===== src/rtl/dsp_adc_reader.sv =====
// Serial 12-bit ADC reader: SPI-style frame capture, mid-scale magnitude, windowed peak (or mean
// when DSP_AVG_EN is defined) presented as an 8-bit volume byte with a one-cycle ready strobe.
module dsp_adc_reader #(
  parameter int CLK_DIV  = 4,
  parameter int CONV_GAP = 8,
  parameter int WINDOW   = 4
) (
  input  logic       clk,
  input  logic       reset,
  input  logic       enable,
  input  logic       adc_miso,
  output logic       adc_cs_n,
  output logic       adc_sclk,
  output logic [7:0] dsp_data,
  output logic       dsp_ready
);

  localparam int DW = $clog2(CLK_DIV);
  localparam int GW = $clog2(CONV_GAP + 1);
  localparam int CW = $clog2(WINDOW);
  localparam int LW = $clog2(WINDOW);
  localparam int AW = 8 + LW;

  typedef enum logic [1:0] {IDLE, SETUP, SHIFT, DONE} state_t;

  state_t        state_q, state_d;
  logic [DW-1:0] div_q, div_d;
  logic [4:0]    half_q, half_d;
  logic [GW-1:0] gap_q, gap_d;
  logic [CW-1:0] count_q, count_d;
  logic [11:0]   shift_q, shift_d;
  logic          cs_n_q, cs_n_d;
  logic          sclk_q, sclk_d;
  logic [7:0]    data_q, data_d;
  logic          ready_q, ready_d;
`ifdef DSP_AVG_EN
  logic [AW-1:0] acc_q, acc_d;
  logic [AW-1:0] acc_sum;
`else
  logic [7:0]    peak_q, peak_d;
  logic [7:0]    peak_max;
`endif

  logic [7:0] mag8;
  logic       div_last;
  logic       gap_done;
  logic       win_last;

  // Only the last 12 captured bits survive in the shifter, so the 4 leading bits drop out.
  // For s < 2048, 2047 - s is the bitwise inverse of s[10:0]; truncation keeps bits 10..3.
  assign mag8     = shift_q[11] ? shift_q[10:3] : ~shift_q[10:3];
  assign div_last = (div_q == DW'(CLK_DIV - 1));
  assign gap_done = (gap_q >= GW'(CONV_GAP - 1));
  assign win_last = (count_q == CW'(WINDOW - 1));

`ifdef DSP_AVG_EN
  assign acc_sum  = acc_q + AW'(mag8);
`else
  assign peak_max = (mag8 > peak_q) ? mag8 : peak_q;
`endif

  always_comb begin
    state_d = state_q;
    div_d   = div_q;
    half_d  = half_q;
    gap_d   = gap_q;
    count_d = count_q;
    shift_d = shift_q;
    data_d  = data_q;
    ready_d = 1'b0;
`ifdef DSP_AVG_EN
    acc_d   = acc_q;
`else
    peak_d  = peak_q;
`endif
    case (state_q)
      IDLE: begin
        if (!gap_done) gap_d = gap_q + 1'b1;
        if (!enable) begin
          count_d = '0;
`ifdef DSP_AVG_EN
          acc_d   = '0;
`else
          peak_d  = '0;
`endif
        end else if (gap_done) begin
          state_d = SETUP;
          div_d   = '0;
        end
      end
      SETUP: begin
        div_d = div_q + 1'b1;
        if (div_last) begin
          div_d   = '0;
          half_d  = '0;
          state_d = SHIFT;
        end
      end
      SHIFT: begin
        div_d = div_q + 1'b1;
        if (div_last) begin
          div_d  = '0;
          half_d = half_q + 1'b1;
          // End of a low half: this edge raises sclk, so the data bit is taken now.
          if (!half_q[0]) shift_d = {shift_q[10:0], adc_miso};
          if (half_q == 5'd31) state_d = DONE;
        end
      end
      DONE: begin
        state_d = IDLE;
        gap_d   = '0;
        count_d = count_q + 1'b1;
`ifdef DSP_AVG_EN
        acc_d   = acc_sum;
`else
        peak_d  = peak_max;
`endif
        if (win_last) begin
`ifdef DSP_AVG_EN
          data_d = 8'(acc_sum >> LW);
          acc_d  = '0;
`else
          data_d = peak_max;
          peak_d = '0;
`endif
          count_d = '0;
          ready_d = 1'b1;
        end
      end
      default: state_d = IDLE;
    endcase
    // Pin levels are registered from the next state so they line up with state_q glitch-free.
    cs_n_d = !((state_d == SETUP) || (state_d == SHIFT));
    sclk_d = (state_d == SHIFT) && half_d[0];
  end

  always_ff @(posedge clk or posedge reset) begin
    if (reset) begin
      state_q <= IDLE;
      div_q   <= '0;
      half_q  <= '0;
      gap_q   <= '0;
      count_q <= '0;
      shift_q <= '0;
      cs_n_q  <= 1'b1;
      sclk_q  <= 1'b0;
      data_q  <= '0;
      ready_q <= 1'b0;
`ifdef DSP_AVG_EN
      acc_q   <= '0;
`else
      peak_q  <= '0;
`endif
    end else begin
      state_q <= state_d;
      div_q   <= div_d;
      half_q  <= half_d;
      gap_q   <= gap_d;
      count_q <= count_d;
      shift_q <= shift_d;
      cs_n_q  <= cs_n_d;
      sclk_q  <= sclk_d;
      data_q  <= data_d;
      ready_q <= ready_d;
`ifdef DSP_AVG_EN
      acc_q   <= acc_d;
`else
      peak_q  <= peak_d;
`endif
    end
  end

  assign adc_cs_n  = cs_n_q;
  assign adc_sclk  = sclk_q;
  assign dsp_data  = data_q;
  assign dsp_ready = ready_q;

endmodule


===== config.mk =====
export PLATFORM = sky130hd
export DESIGN_NAME = dsp_adc_reader
export DESIGN_NICKNAME = d
export VERILOG_FILES = /design/src/rtl/dsp_adc_reader.sv
export SDC_FILE = /design/constraint.sdc
export NUM_CORES = 1
export LEC_CHECK = 0
export BUFFER_PORTS_ARGS = -buffer_cell sky130_fd_sc_hd__buf_4
export CAP_MARGIN = 25
export CORE_ASPECT_RATIO = 2
export CORE_MARGIN = 2
export CORE_UTILIZATION = 67
export CTS_BUF_LIST = sky130_fd_sc_hd__clkbuf_4
export DETAILED_ROUTE_END_ITERATION = 10
export GPL_TIMING_DRIVEN = 0
export PLACE_DENSITY = 0.89
export SETUP_SLACK_MARGIN = 0.05
export SLEW_MARGIN = 20
export SYNTH_ARGS = -nofsm -noshare
export SYNTH_HDL_FRONTEND = slang
export SYNTH_SLANG_ARGS = --single-unit

===== constraint.sdc =====
create_clock -name clk -period 4.9 [get_ports clk]
set_clock_uncertainty 0.1 [all_clocks]
set_input_delay 1.225 -clock clk [delete_from_list [all_inputs] [get_ports clk]]
set_output_delay 1.225 -clock clk [all_outputs]
set_load 0.01 [all_outputs]

## Word level (Yosys, flattened, before mapping)

Cells that the tools add are included.

| cells by class | value |
|---|---|
| $add $sub $neg | 4 |
| order comparisons | 2 |
| equal/unequal tests | 14 |
| mux-type cells | 25 |
| bitwise logic cells | 2 |
| reduce and logical (&&, ||, !) cells | 14 |

Operators by type and width:

| operator | count |
|---|---|
| 8-bit two-way mux | 4 |
| 2-bit two-way mux | 10 |
| 8-bit case mux with 2 select lines | 1 |
| 2-bit inequality test (second input constant) | 6 |
| 2-bit equality test (second input constant) | 5 |
| 5-bit two-way mux | 2 |
| 5-bit case mux with 2 select lines | 1 |
| 3-bit AND reduction | 3 |
| 8-bit greater-than comparator | 1 |
| 8-bit inverter | 1 |
| 2-bit case mux with 2 select lines | 2 |
| 2-bit case mux with 4 select lines | 1 |
| 4-bit case mux with 2 select lines | 1 |
| 2-bit AND reduction | 3 |
| 2-bit nonzero test | 3 |
| 5-bit by 1-bit adder with 5-bit output (second input constant) | 1 |
| 5-bit equality test (second input constant) | 1 |
| 2-bit by 1-bit adder with 2-bit output (second input constant) | 2 |
| 4-bit by 1-bit adder with 4-bit output (second input constant) | 1 |
| 2-bit by 1-bit equality test with 1-bit output (second input constant) | 2 |
| 4-bit by 3-bit greater-or-equal comparator with 1-bit output (second input constant) | 1 |
| 4-bit two-way mux | 1 |
| 2-bit zero test | 1 |
| 1-bit two-way mux | 2 |
| other kinds (5) | 5 |

| word-level totals | value |
|---|---|
| register bits | 46 |
| bits of input ports | 4 |
| output and inout bits | 11 |
| word-level logic and storage cells | 73 |

## Longest topological paths before layout

| logic depth | value |
|---|---|
| word-level depth | 7 |
| gate-level depth with buffers | 8 |

## Least setup slack after synthesis

OpenSTA, ideal clock, no wires.

| timing | value |
|---|---|
| kind | register to register |
| start point | reg shift_q[11] |
| end point | reg peak_q[1] |
| data arrival time | 2.061 ns |
| data required time | 4.722 ns |
| slack | 2.662 ns |
| stages on the path, launching flop included | 9 |
| clock period less this slack | 2.238 ns |
| path through | dfrtp_1 > buf_2 > xnor2_1 > ha_1 > nor2b_1 > o211a_1 > o21a_4 > o31ai_4 > o2bb2ai_1 |

| between the ends | value |
|---|---|
| cells in the longest elaborated chain, start to end | 5 |

Ends and longest elaborated chain:

| item | line | text |
|---|---|---|
| start, declared | 31 | `logic [11:0] shift_q, shift_d;` |
| start signal, assigned | 160 | `shift_q <= shift_d;` |
| 8-bit two-way mux (*) | 51 | `assign mag8 = shift_q[11] ? shift_q[10:3] : ~shift_q[10:3];` |
| 8-bit greater-than comparator | 59 | `assign peak_max = (mag8 > peak_q) ? mag8 : peak_q;` |
| 8-bit two-way mux (*) | 59 |  |
| 8-bit two-way mux (*) | 118 | `if (win_last) begin` |
| 8-bit case mux with 2 select lines (*) | 76 | `case (state_q)` |
| end signal, assigned | 168 | `peak_q <= peak_d;` |
| end, declared | 40 | `logic [7:0] peak_q, peak_d;` |

Mark *: on every way between the ends. The rest lies on a longest branch, timed or not.
A chain may end at the register's enable or synchronous reset.

## Final worst setup path

| timing | value |
|---|---|
| start point | reg shift_q[11] |
| end point | reg peak_q[4] |

The elaborated chain is that of the path after synthesis.

==> out/metrics.sh <==
INITIAL_UTILIZATION_PCT=70.6
CLK_LATENCY_WORST_SKEW_PAIR_PS=360
LAYOUT.CELLS.NON_FILLER=301
SYNTH_EDF_COUNT=0
WORST_SLEW_MARGIN_REL_PCT=52.0
POSTSYNTHNETCOUNT=254
SYN-INSTANCE-COUNT=230
HOLD_VIOL=0
WORST_HOLD_SLACK_PS=394
POST_DRT_WL_PER_CELL_UM=14.8
REGAREA_MM2=0.00115
GRT_SETUP_UNREPAIRED='no'
CLOCK_POWER_SHARE_PCT=22.0
WIRELENGTH_UM=4450
PORTBUFFERS=14
CTS_REPAIR_RESIZE_COUNT=0
FLOW.AREA_GROWTH_FROM_SYNTHESIS_PCT=11.1
DIEHEIGHT_UM=88.8
DOMINANTREGCELLSYNTH='dfrtp_1'
REPORT.FINAL.SETUP_VIOL=0
HOLDBUFCOUNTCTS=0
WORSTPATHCELLLIST='buf_2, xnor2_1, ha_1, nand4_1, o21ai_1, a21o_1, o2bb2ai_1'
YS_TYPES=34
GRT_PASS1_VIAS=1800
DIEAREA_MM2=0.00412
CRITICAL_PATH.MAX_FANOUT=10
POST_SYNTH.CELL_AREA_AVG_UM2=10.5
OUTCOME='finished clean'
ASYNCSETRESETFLOPFRACSYNTH_PCT=100
LAYOUT.FILLER_CELLS=219
GROUTE.USAGE.OVERALL_PCT=25.4
SETUP_SLACK_PS=2190
SYNTH-SEQ-CELLS=46
TIMING.FINAL.MAX_SLEW_VIOLATIONS=0
START_KIND='flip-flop'
CP_SLOWEST_CELL='o21ai_1'
TRITONCTS.NUM_BUFFERS=5
SYN_AREA_MM2=0.00241
DR_TOTAL_VIAS=1782
CRITPATHREQUIREDTIME_PS=5040
LEAKAGEPOWER_nW=1.36
WORSTSETUPPATHDEPTH=7
PLACED_AREA_MM2=0.00260
YOSYS.AREA.TOP_TYPE='dfrtp_1'
WORST_HOLD_PATH_TYPE='flip-flop to flip-flop'
SHARE_SEQ_OF_TOTAL_POWER_PCT=44.6
LARGEST_DELAY_SHARE_FAMILY_WORST_PATH='compound AO/OA/AOI/OAI gates'
CLOCK_SINK_COUNT=46
NNETSFINAL=276
WORST_PATH_LARGEST_CELL_DELAY_PS=630
DRTPASS1ITERATIONS=4
SYNTH-SEQ-AREA-SHARE_PCT=47.8
MULTI_INPUT_COMB_AREA_MM2=0.00114
POST-PLACE-WS_PS=2270
FINALCRITPERIODSHARE_PCT=55.3
POWER_FRAC_COMB_PCT=33.4
DETAILEDPLACEMENTHPWL_UM=3420
SETUP.WORST_PATH.END='peak_q[4]'
PATH_BUF_INV=1
CLKTRANSATPATHREGS_PS=140
SWITCHING_POWER_OF_THE_NETS_mW=0.386
ANT_NETS=0
SYNTH_TOP_CELL_AREA_SHARE_PCT=46.7
ANTENNA_FOUND_INITIAL=0
R2R_CELLS=7
REG2REG_TO='peak_q[4]'
INTPOWER_mW=0.682
CRITICAL_PATH.REG2REG.STARTPOINT='shift_q[11]'
GRT_MAX_DEGREE=37
PWR_DENSITY_CELL_mW_PER_MM2=399
P_SW_SHARE_PCT=36.1
CTS_ROOT_BUFFER='clkbuf_4'
MIN_DELAY_PATH_DEPTH=2
NETLIST_TOP_CELLS_AREA='dfrtp_1, ha_1, mux2_2'
CLOCK.FMAX_GHz=0.369
MAX-VDD-IR-DROP_uV=445
FINALCOREUTILIZATION_PCT=78.4
WORSTPATHARRIVAL_PS=2850
DIE_W_UM=46.4
TIMING.SETUP.CRITICAL_PATH_CLASS='flip-flop to flip-flop'
PLACEDCELLCOUNT=293
GRT_OVERFLOW=0
DETAILEDROUTE.FIRSTITERATIONVIOLATIONS=66
END_KIND='flip-flop'
PLACEMENT_ROWS=30
SETUP_TNS_PS=0
YS.WARNINGS.COUNT=0
GRT_FIRST_PASS_WIRELENGTH_UM=7470
CTS_TREE='done'
DRC=0
REGTOREGSETUPSLACK_PS=2190
GP_CONGESTION=0.951
POST_CTS.REPAIR.SETUP_BUFFERS=0
TIMING_WORST_SLEW_PIN_VALUE_PS=715
CORE_AREA_MM2=0.00342
REPORT.POWER.TOTAL_mW=1.07
HTREE_LEVELS=2
PIN_COUNT=15
ANTENNADIODECOUNT=0
DRV_CAP=0
VIASPERCELL=5.92
CLOCK_TREE.BUFFER_DEPTH=2
CRITICAL_PATH.STARTPOINT='shift_q[11]'
POST-ROUTE-CELL-AREA_MM2=0.00268
LAYOUT-DRIVE-GT1-SHARE_PCT=18.2
PERIOD_MINUS_SLACK_PS=2710
==> layout make-up <==
cell class,instances,area share [%]
multi-input cells,153,42.5
inverters,24,3.36
clock inverters,2,1.40
well taps,48,2.24
clock buffers,6,1.68
plain buffers,7,1.17
flip-flops and latches,46,43.0
repair buffers,15,4.67
==> routing by layer <==
| layer | track usage, % | vias to the layer above | routed length [um] |
|---|---|---|---|
| li1 | - | 856 | - |
| met1 | 23.9 | 879 | 1600 |
| met2 | 47.2 | 35 | 2590 |
| met3 | 5.92 | 12 | 134 |
| met4 | 13.0 | 0 | 127 |
| met5 | 0 | - | 0 |
==> synth_stat cells (2+ instances only) <==
cell       count
a32o_1         3
a21o_1         4
xnor2_1        7
dfrtp_1       45
nand3_1       13
buf_2          4
and2_1         2
nor2_1        13
a22o_1         2
o21ai_0       18
a21oi_1        6
inv_1         24
a31oi_1        9
nand4_1        4
o22ai_1        2
ha_1          20
mux2_2        13
clkbuf_1       3
mux2i_1        2
o2bb2ai_1      8
nor2b_1        3
nand2_1       13
==> layout by cell type, fill, tap and decap left out, types with 9 or more instances in the layout <==
master   netlist  layout
a31oi_1        9       9
ha_1          20      20
mux2_2        13      13
nor2_1        13      13
inv_1         24      23
nand2_1       13      13
buf_4          0      14
nand3_1       13      13
o21ai_0       18      18
dfrtp_1       45      45
==> cells by family (layout without fill, tap and decap cells) <==
logic type	after synthesis	after routing	synth area share, %
flip-flops	46	46	47.8
multiplexers	15	15	6.90
adder cells (fa/ha/maj)	20	20	10.4
AO/OA/AOI/OAI	59	59	17.1
AND/OR/NAND/NOR	51	51	9.91
buffers and inverters	31	54	5.03
XOR/XNOR	8	8	2.91
==> power by group through the flow <==
stage / sequential (mW) / clock [mW] / combinational (mW)
global placement: 0.481 / 0 / 0.335
finish: 0.476 / 0.235 / 0.357
CTS: 0.476 / 0.239 / 0.362
floorplan: 0.473 / 0 / 0.265
detailed placement: 0.483 / 0 / 0.361
global route: 0.483 / 0.252 / 0.409
==> worst min-delay path, cell delays in order, from the launching register on <==
cell and delay [ps]:
dfrtp_1 370, nand2_1 50, nand2_1 50
==> state kept, by name, summed over array words and instances, names as in the netlist <==
name       cells
gap_q          4
dsp_ready      1
shift_q       12
half_q         5
div_q          2
adc_cs_n       1
adc_sclk       1
peak_q         8
state_q        2
dsp_data       8
count_q        2
==> worst min path at each step <==
stage / to / slack, ps / from
global placement: count_q[1] / 360 / count_q[1]
finish: count_q[1] / 390 / count_q[1]
floorplan: count_q[1] / 340 / count_q[1]
global route: div_q[0] / 420 / div_q[0]
CTS: count_q[1] / 400 / count_q[1]
detailed placement: count_q[1] / 370 / count_q[1]
(Power assumes the default switching activity.)
